<file path="config.mk">
export PLATFORM = sky130hd
export DESIGN_NAME = cla_word_sequencer
export DESIGN_NICKNAME = d
export VERILOG_FILES = /design/src/rtl/cla_word_sequencer.sv
export SDC_FILE = /design/constraint.sdc
export NUM_CORES = 1
export LEC_CHECK = 0
export CORE_ASPECT_RATIO = 0.7
export CORE_MARGIN = 2
export CORE_UTILIZATION = 50
export CTS_CLUSTER_DIAMETER = 60
export DETAILED_ROUTE_END_ITERATION = 7
export GPL_ROUTABILITY_DRIVEN = 0
export PLACE_DENSITY_LB_ADDON = 0.15
export SETUP_SLACK_MARGIN = 0.2
export SYNTH_ARGS = -nofsm -noshare
export SYNTH_HDL_FRONTEND = slang
export SYNTH_SLANG_ARGS = --single-unit
</file>
<file path="constraint.sdc">
create_clock -name clk -period 3.4 [get_ports clk]
set_input_delay 0.34 -clock clk [delete_from_list [all_inputs] [get_ports clk]]
set_output_delay 0.34 -clock clk [all_outputs]
set_load 0.05 [all_outputs]
</file>
<file path="src/rtl/cla_word_sequencer.sv">
// cla_word_sequencer: multi-cycle wide adder that walks one 4-bit carry-lookahead slice across the operands, LSB nibble first.
// Optional macro ADDSUB_EN adds a subtract mode (input sub) and a signed-overflow flag (output ovf).
module cla_word_sequencer #(
  parameter int WIDTH = 16
) (
  input  logic                         clk,
  input  logic                         rst_n,
  input  logic                         in_valid,
  output logic                         in_ready,
  input  logic [WIDTH-1:0]             a,
  input  logic [WIDTH-1:0]             b,
  input  logic                         cin,
`ifdef ADDSUB_EN
  input  logic                         sub,
  output logic                         ovf,
`endif
  output logic                         out_valid,
  input  logic                         out_ready,
  output logic [WIDTH-1:0]             sum,
  output logic                         cout,
  output logic                         busy,
  output logic [$clog2(WIDTH/4)-1:0]   nib_idx
);

  localparam int NIBBLES = WIDTH / 4;
  localparam int IDX_W   = $clog2(NIBBLES);
  localparam logic [IDX_W-1:0] LAST_IDX = IDX_W'(NIBBLES - 1);

  typedef enum logic [1:0] {
    IDLE = 2'd0,
    RUN  = 2'd1,
    DONE = 2'd2
  } state_t;

  state_t state, state_next;

  logic [WIDTH-1:0] a_reg, b_reg;
  logic             cin_reg, carry_reg;
  logic [IDX_W+1:0] bit_base;
  logic [3:0]       p, g, s;
  logic             c0, c1, c2, c3, c4;
  logic             last_nib;

  // Nibble 0 takes the latched carry-in; later nibbles take the carry registered from the previous slice.
  always_comb begin
    bit_base = {nib_idx, 2'b00};
    c0       = (nib_idx == '0) ? cin_reg : carry_reg;
    p        = a_reg[bit_base +: 4] ^ b_reg[bit_base +: 4];
    g        = a_reg[bit_base +: 4] & b_reg[bit_base +: 4];
    c1       = g[0] | (p[0] & c0);
    c2       = g[1] | (p[1] & g[0]) | (p[1] & p[0] & c0);
    c3       = g[2] | (p[2] & g[1]) | (p[2] & p[1] & g[0]) | (p[2] & p[1] & p[0] & c0);
    c4       = g[3] | (p[3] & g[2]) | (p[3] & p[2] & g[1]) | (p[3] & p[2] & p[1] & g[0])
             | (p[3] & p[2] & p[1] & p[0] & c0);
    s        = p ^ {c3, c2, c1, c0};
    last_nib = (nib_idx == LAST_IDX);
  end

  always_ff @(posedge clk or negedge rst_n) begin
    if (!rst_n) state <= IDLE;
    else        state <= state_next;
  end

  always_comb begin
    state_next = state;
    in_ready   = 1'b0;
    out_valid  = 1'b0;
    busy       = 1'b1;
    case (state)
      IDLE: begin
        in_ready = 1'b1;
        busy     = 1'b0;
        if (in_valid) state_next = RUN;
      end
      RUN: begin
        if (last_nib) state_next = DONE;
      end
      DONE: begin
        out_valid = 1'b1;
        if (out_ready) state_next = IDLE;
      end
      default: begin
        state_next = IDLE;
        busy       = 1'b0;
      end
    endcase
  end

  // Subtraction is folded in at latch time (invert B, force carry-in) so the slice itself only ever adds.
  always_ff @(posedge clk or negedge rst_n) begin
    if (!rst_n) begin
      a_reg     <= '0;
      b_reg     <= '0;
      cin_reg   <= 1'b0;
      carry_reg <= 1'b0;
      sum       <= '0;
      cout      <= 1'b0;
      nib_idx   <= '0;
`ifdef ADDSUB_EN
      ovf       <= 1'b0;
`endif
    end else if (state == IDLE && in_valid) begin
      a_reg   <= a;
`ifdef ADDSUB_EN
      b_reg   <= sub ? ~b : b;
      cin_reg <= sub | cin;
`else
      b_reg   <= b;
      cin_reg <= cin;
`endif
      nib_idx <= '0;
    end else if (state == RUN) begin
      sum[bit_base +: 4] <= s;
      carry_reg          <= c4;
      if (last_nib) begin
        cout    <= c4;
        nib_idx <= '0;
`ifdef ADDSUB_EN
        ovf     <= c3 ^ c4;
`endif
      end else begin
        nib_idx <= nib_idx + 1'b1;
      end
    end
  end

endmodule
</file>
==> results of run 1 <==
-- Yosys cell counts (all sizes together), types with 2 or more instances --
cell	n
nor3	2
nand3	2
inv	10
a21oi	3
a22o	12
ha	14
mux2	34
nand2	11
and4	2
o31a	2
o21ai	2
or2	2
o31ai	4
dfrtp	55
mux4	8
buf	6
-- worst register-to-register path, cell delays in order (launching register included) --
cell	delay [ns]
dfrtp_1	0.53
buf_4	0.28
mux4_2	0.59
ha_1	0.24
a221o_1	0.34
nor3_1	0.41
o31ai_1	0.13
-- power by group --
group / internal [mW] / switching, mW
clock: 0.160 / 0.206
combinational: 0.895 / 1.09
sequential: 0.943 / 0.187
total: 2.00 / 1.48
-- placed cells by master, fill, tap and decap left out, types with 3 or more instances in the layout --
cell type / synthesis / final
a21oi_1: 3 / 3
a22o_1: 12 / 12
buf_4: 2 / 3
clkbuf_8: 0 / 6
clkdlybuf4s50_1: 0 / 57
dfrtp_1: 55 / 55
ha_1: 14 / 14
inv_1: 10 / 10
mux2_2: 33 / 33
mux4_2: 8 / 8
nand2_1: 11 / 11
o31ai_1: 4 / 4
-- routing by layer --
layer / part of all wire / wire [um] / vias up
met2: 0.43 / 2210 / 44
li1: - / - / 803
met4: 0.013 / 69 / 0
met5: 0 / 0 / -
met3: 0.042 / 216 / 7
met1: 0.51 / 2640 / 836
-- path summary, 6_finish.rpt --
kind / depth (start not counted) / slack [ns] / startpoint / endpoint
max reg2reg: 6 / 0.75 / nib_idx[0] / sum[7]
min: 1 / 0.14 / rst_n / a_reg[14]
max in group asynchronous: 2 / 2.51 / rst_n / b_reg[6]
min in group clk: 2 / 0.50 / sum[3] / sum[3]
min reg2reg: 2 / 0.50 / sum[3] / sum[3]
max: 6 / 0.75 / nib_idx[0] / sum[7]
-- cell type report --
cell class / instances / area, um^2
clock buffers: 6 / 82.6
clock inverters: 1 / 5.00
fillers: 381 / 1570
inverters: 10 / 37.5
multi-input cells: 114 / 1160
flip-flops and latches: 55 / 1380
well taps: 69 / 86.3
repair buffers: 61 / 598
-- through the flow --
step           hold WS, ns  cells  area, um^2   util  setup WS, ns
2_1_floorplan       0.0444    186        2620      -         0.412
3_3_place_gp         0.482    309        3260  0.663         0.812
3_5_place_dp         0.474    309        3260  0.663         0.753
4_1_cts              0.185    316        3340  0.681         0.747
5_1_grt              0.231    316        3340  0.681         0.496
6_report             0.144    316        3340  0.681         0.751
-- logic make-up (layout without fill, tap and decap cells) --
group           after synthesis  after routing  share of synthesized area
compound gates               28             28                     0.0841
xor+xnor                      2              2                    0.00669
fa+ha+maj                    15             15                     0.0746
buf+inv                      17             78                     0.0315
flops                        55             55                      0.526
mux                          43             43                      0.220
simple gates                 26             26                     0.0569
==> flow_summary_export.csv, run 1 <==
group,metric,value,unit
status,outcome,"complete, no violations",
drt,wl_per_cell,16.2,um
timing,drv_slew,0,
hold_path,hold_class,"primary input to async pin",
clocking,clockBufferDepth,2,
drt,drtIter0Drc,65,
timing,fin_skew,0.00781,ns
finish,area_growth,27.8,%
floorplan,start_util,0.533,
timing,setup_tns,0,ns
logic_synthesis,yosysWarnings,0,
logic_synthesis,synth-seq-cells,55,
grt,top_usage_layer,"met1",
grt,grt_use_met1,0.282,
logic_synthesis,synth_top_cell_area_share,0.526,
grt,grt_max_degree,43,
grt,met2_usage,0.276,
critical_path,cp_slowest_cell,"mux4_2",
timing,fin_crit,2.65,ns
logic_synthesis,synth.avg_cell_area,14.1,um^2
logic_synthesis,syn_nets,238,
grt,overflow,0,
logic_synthesis,synth_edf_count,0,
floorplan,pin_count,59,
critical_path,crit_fanout,14,
floorplan,die_width,90.5,um
placement,hpwl,3870,um
clocking,cts-root-buf,"clkbuf_8",
logic_synthesis,synth_ff_type,"dfrtp_1",
logic_synthesis,synth_cell_types,36,
placement,port_buffers,58,
floorplan,design.die.area,5840,um^2
grt,grt_use_met3,0.0430,
timing,setup-violations-final,0,
drt,firstDrtPassIters,4,
critical_path,crit_type,"register to register",
clocking,holdBufCountCts,0,
logic_synthesis,synthArstFlopShare,1.00,
finish,drive_gt1_frac,0.239,
timing,maxSlewHeadroom,0.408,
clocking,cts_tree,"done",
finish,n_antenna_cell,0,
drt,ant_nets,0,
drt,vias,1690,
clocking,clk_latency,0.31,ns
critical_path,crit_required,3.58,ns
critical_path,critPathMaxStageDelay,0.59,ns
grt,grt_usage,0.189,
drt,drc_errors,0,
flow_run,maxCapViolations,0,
logic_synthesis,synthCells,186,
pwr,pwr_density_cell,1040,nW/um^2
critical_path,critPathTopFamily,"multiplexers",
logic_synthesis,yosys.area.top_type,"dfrtp_1",
finish,nets,299,
clocking,clk_pin_slew,0.10,ns
grt,grt_pass1_wl,8580,um
pwr,vdd_drop_max,0.523,mV
timing,finalCritPeriodShare,0.779,
floorplan,rows,21,
critical_path,worstPathCellList,"buf_4 > mux4_2 > ha_1 > a221o_1 > nor3_1 > o31ai_1",
clocking,cts_made_buffers,5,
clocking,htree_levels,2,
timing,worstMarginPinSlew,0.888,ns
critical_path,crit_buf_inv,1,
floorplan,die_y,64.5,um
floorplan,core,4910,um^2
logic_synthesis,netlist_area,2620,um^2
timing,fmax,0.378,GHz
clocking,post_cts_resized,0,
critical_path,cp-start-kind,"register",
drt,routed_wl,5130,um
clocking,cts.sinks,55,
logic_synthesis,synth.area.top_cells,"dfrtp_1 53%, mux2_2 14%, mux4_2 6.9%",
clocking,cts_setup_buffers,0,
logic_synthesis,seq_area_frac_synth,0.526,
pwr,p_leak,1.43,nW
grt,grt_pass1_vias,1706,
grt,antenna_found_initial,0,
critical_path,arrival,2.83,ns
drt,viasPerCell,5.35,
pwr,design_power_total,3.48,mW
timing,rsz0062_at_grt,"false",
timing,hold_violations,0,
critical_path,end_kind,"register",
(Power assumes the default switching activity.)
==> inputs of run 2 (changes only) <==
Clock period 3.4 ns to 2.65 ns, I/O delays scaled along.
==> flow_summary_export.csv, run 2 (synthesized netlist as in run 1, its figures left out) <==
group,metric,value,unit
timing,setup_tns,0,ns
timing,fin_skew,0.00751,ns
clocking,htree_levels,2,
timing,finalCritPeriodShare,0.901,
grt,grt_usage,0.190,
critical_path,end_kind,"register",
placement,placed_area,3330,um^2
timing,fmax,0.419,GHz
clocking,cts.sinks,55,
pwr,comb_power_share,0.607,
placement,hpwl,3930,um
placement,post-place-cells,313,
floorplan,core,4910,um^2
drt,firstDrtPassIters,4,
finish,fin_area,3480,um^2
timing,setup_ws,0.262,ns
finish,post-route-util,0.708,
floorplan,die_y,64.5,um
timing,maxSlewHeadroom,0.665,
finish,nets,306,
floorplan,die_width,90.5,um
critical_path,rr_worst_depth,6,
drt,drc_errors,0,
timing,fin_crit,2.39,ns
critical_path,crit_fanout,7,
pwr,seq_power_share,0.293,
clocking,cts_tree,"done",
floorplan,rows,21,
finish,fin_cells,324,
clocking,cts_made_buffers,5,
clocking,clk_latency,0.30,ns
finish,area_growth,32.9,%
flow_run,maxCapViolations,0,
critical_path,crit_required,2.84,ns
pwr,internal-power,2.90,mW
floorplan,start_util,0.533,
finish,mostFrequentLayoutCell,"clkdlybuf4s50_1",
grt,grt_pass1_wl,8730,um
pwr,pwr_density_cell,1420,nW/um^2
placement,port_buffers,58,
finish,n_antenna_cell,0,
finish,layout_common_cells,"57 x clkdlybuf4s50_1, 53 x dfrtp_1, 33 x mux2_2",
drt,vias,1752,
timing,hold_violations,0,
floorplan,design.die.area,5840,um^2
pwr,swShare,0.414,
timing,worstMarginPinSlew,0.501,ns
hold_path,hold_class,"primary input to async pin",
timing,whs,0.432,ns
grt,overflow,0,
grt,grt_pass1_vias,1730,
timing,drv_slew,0,
drt,ant_nets,0,
grt,antenna_found_initial,0,
timing,setup-violations-final,0,
drt,routed_wl,5200,um
critical_path,cp-startpoint,"nib_idx[0]",
pwr,p_leak,1.48,nW
drt,drtIter0Drc,57,
critical_path,arrival,2.58,ns
drt,wl_per_cell,16.1,um
critical_path,cp-start-kind,"register",
critical_path,crit_type,"register to register",
pwr,design_power_total,4.94,mW
placement,dp_slack,0.165,ns
drt,viasPerCell,5.41,
clocking,cts-root-buf,"clkbuf_8",
floorplan,pin_count,59,
grt,grt_max_degree,26,
pwr,power.share.clock,0.099,
status,outcome,"complete, no violations",
clocking,clockBufferDepth,2,
timing,rsz0062_at_grt,"true",
finish,fill_cells,351,
pwr,switchingPower,2.04,mW
clocking,clk_pin_slew,0.09,ns
finish,drive_gt1_frac,0.282,
critical_path,rr_startpoint,"nib_idx[0]",
pwr,vdd_drop_max,0.820,mV
## run 2: cell count changes in the layout (fill, tap and decap cells not counted), moves of 2 or more
cell,previous run,this run
buf_4,3,7
dfrtp_1,55,53
dfrtp_2,0,2
ha_1,14,12
ha_4,0,2
## run 2: path summary, 6_finish.rpt
kind	slack [ns]	to
max	0.26	cout
min	0.43	a_reg[12]
max reg2reg	0.26	cout
min reg2reg	0.50	sum[3]
max in group asynchronous	1.57	sum[0]
min in group clk	0.50	sum[3]
## run 2: layout make-up
type	instances	area, um^2	share of cell area
Multi-Input combinational cell	114	1210	0.347
Tap cell	69	86.3	0.0248
Inverter	10	37.5	0.0108
Clock buffer	8	100	0.0288
Sequential cell	55	1380	0.396
Timing Repair Buffer	68	669	0.192
## run 2: power groups by stage
stage / clock network [mW] / logic [mW] / registers (mW)
final: 0.490 / 3.00 / 1.45
after global routing: 0.538 / 3.21 / 1.50
after CTS: 0.499 / 2.86 / 1.45
after detailed placement: 0 / 2.82 / 1.47
after global placement: 0 / 2.76 / 1.47
after floorplan: 0 / 1.73 / 1.67
## run 2: layer usage
layer | global-route usage | share of wire | vias to the layer above
met3 | 0.0430 | 0.047 | 7
met1 | 0.283 | 0.49 | 874
met4 | 0.0558 | 0.0092 | 0
li1 | - | - | 819
met5 | 0 | 0 | -
met2 | 0.279 | 0.45 | 52
## run 2: timing repair
action	4_1_cts	5_1_grt
pin swaps	0	1
hold buffers	1	0
setup buffers	0	2
endpoints found under the setup margin	4	14
gates resized for setup	1	4
endpoints found under the hold margin	18	0
## run 2: critical path, cell delays in order, from the launching register on
cell and delay [ns]:
dfrtp_2 0.49, mux4_2 0.57, ha_4 0.28, and2_4 0.14, a221o_1 0.33, o21a_4 0.24, o31a_1 0.23
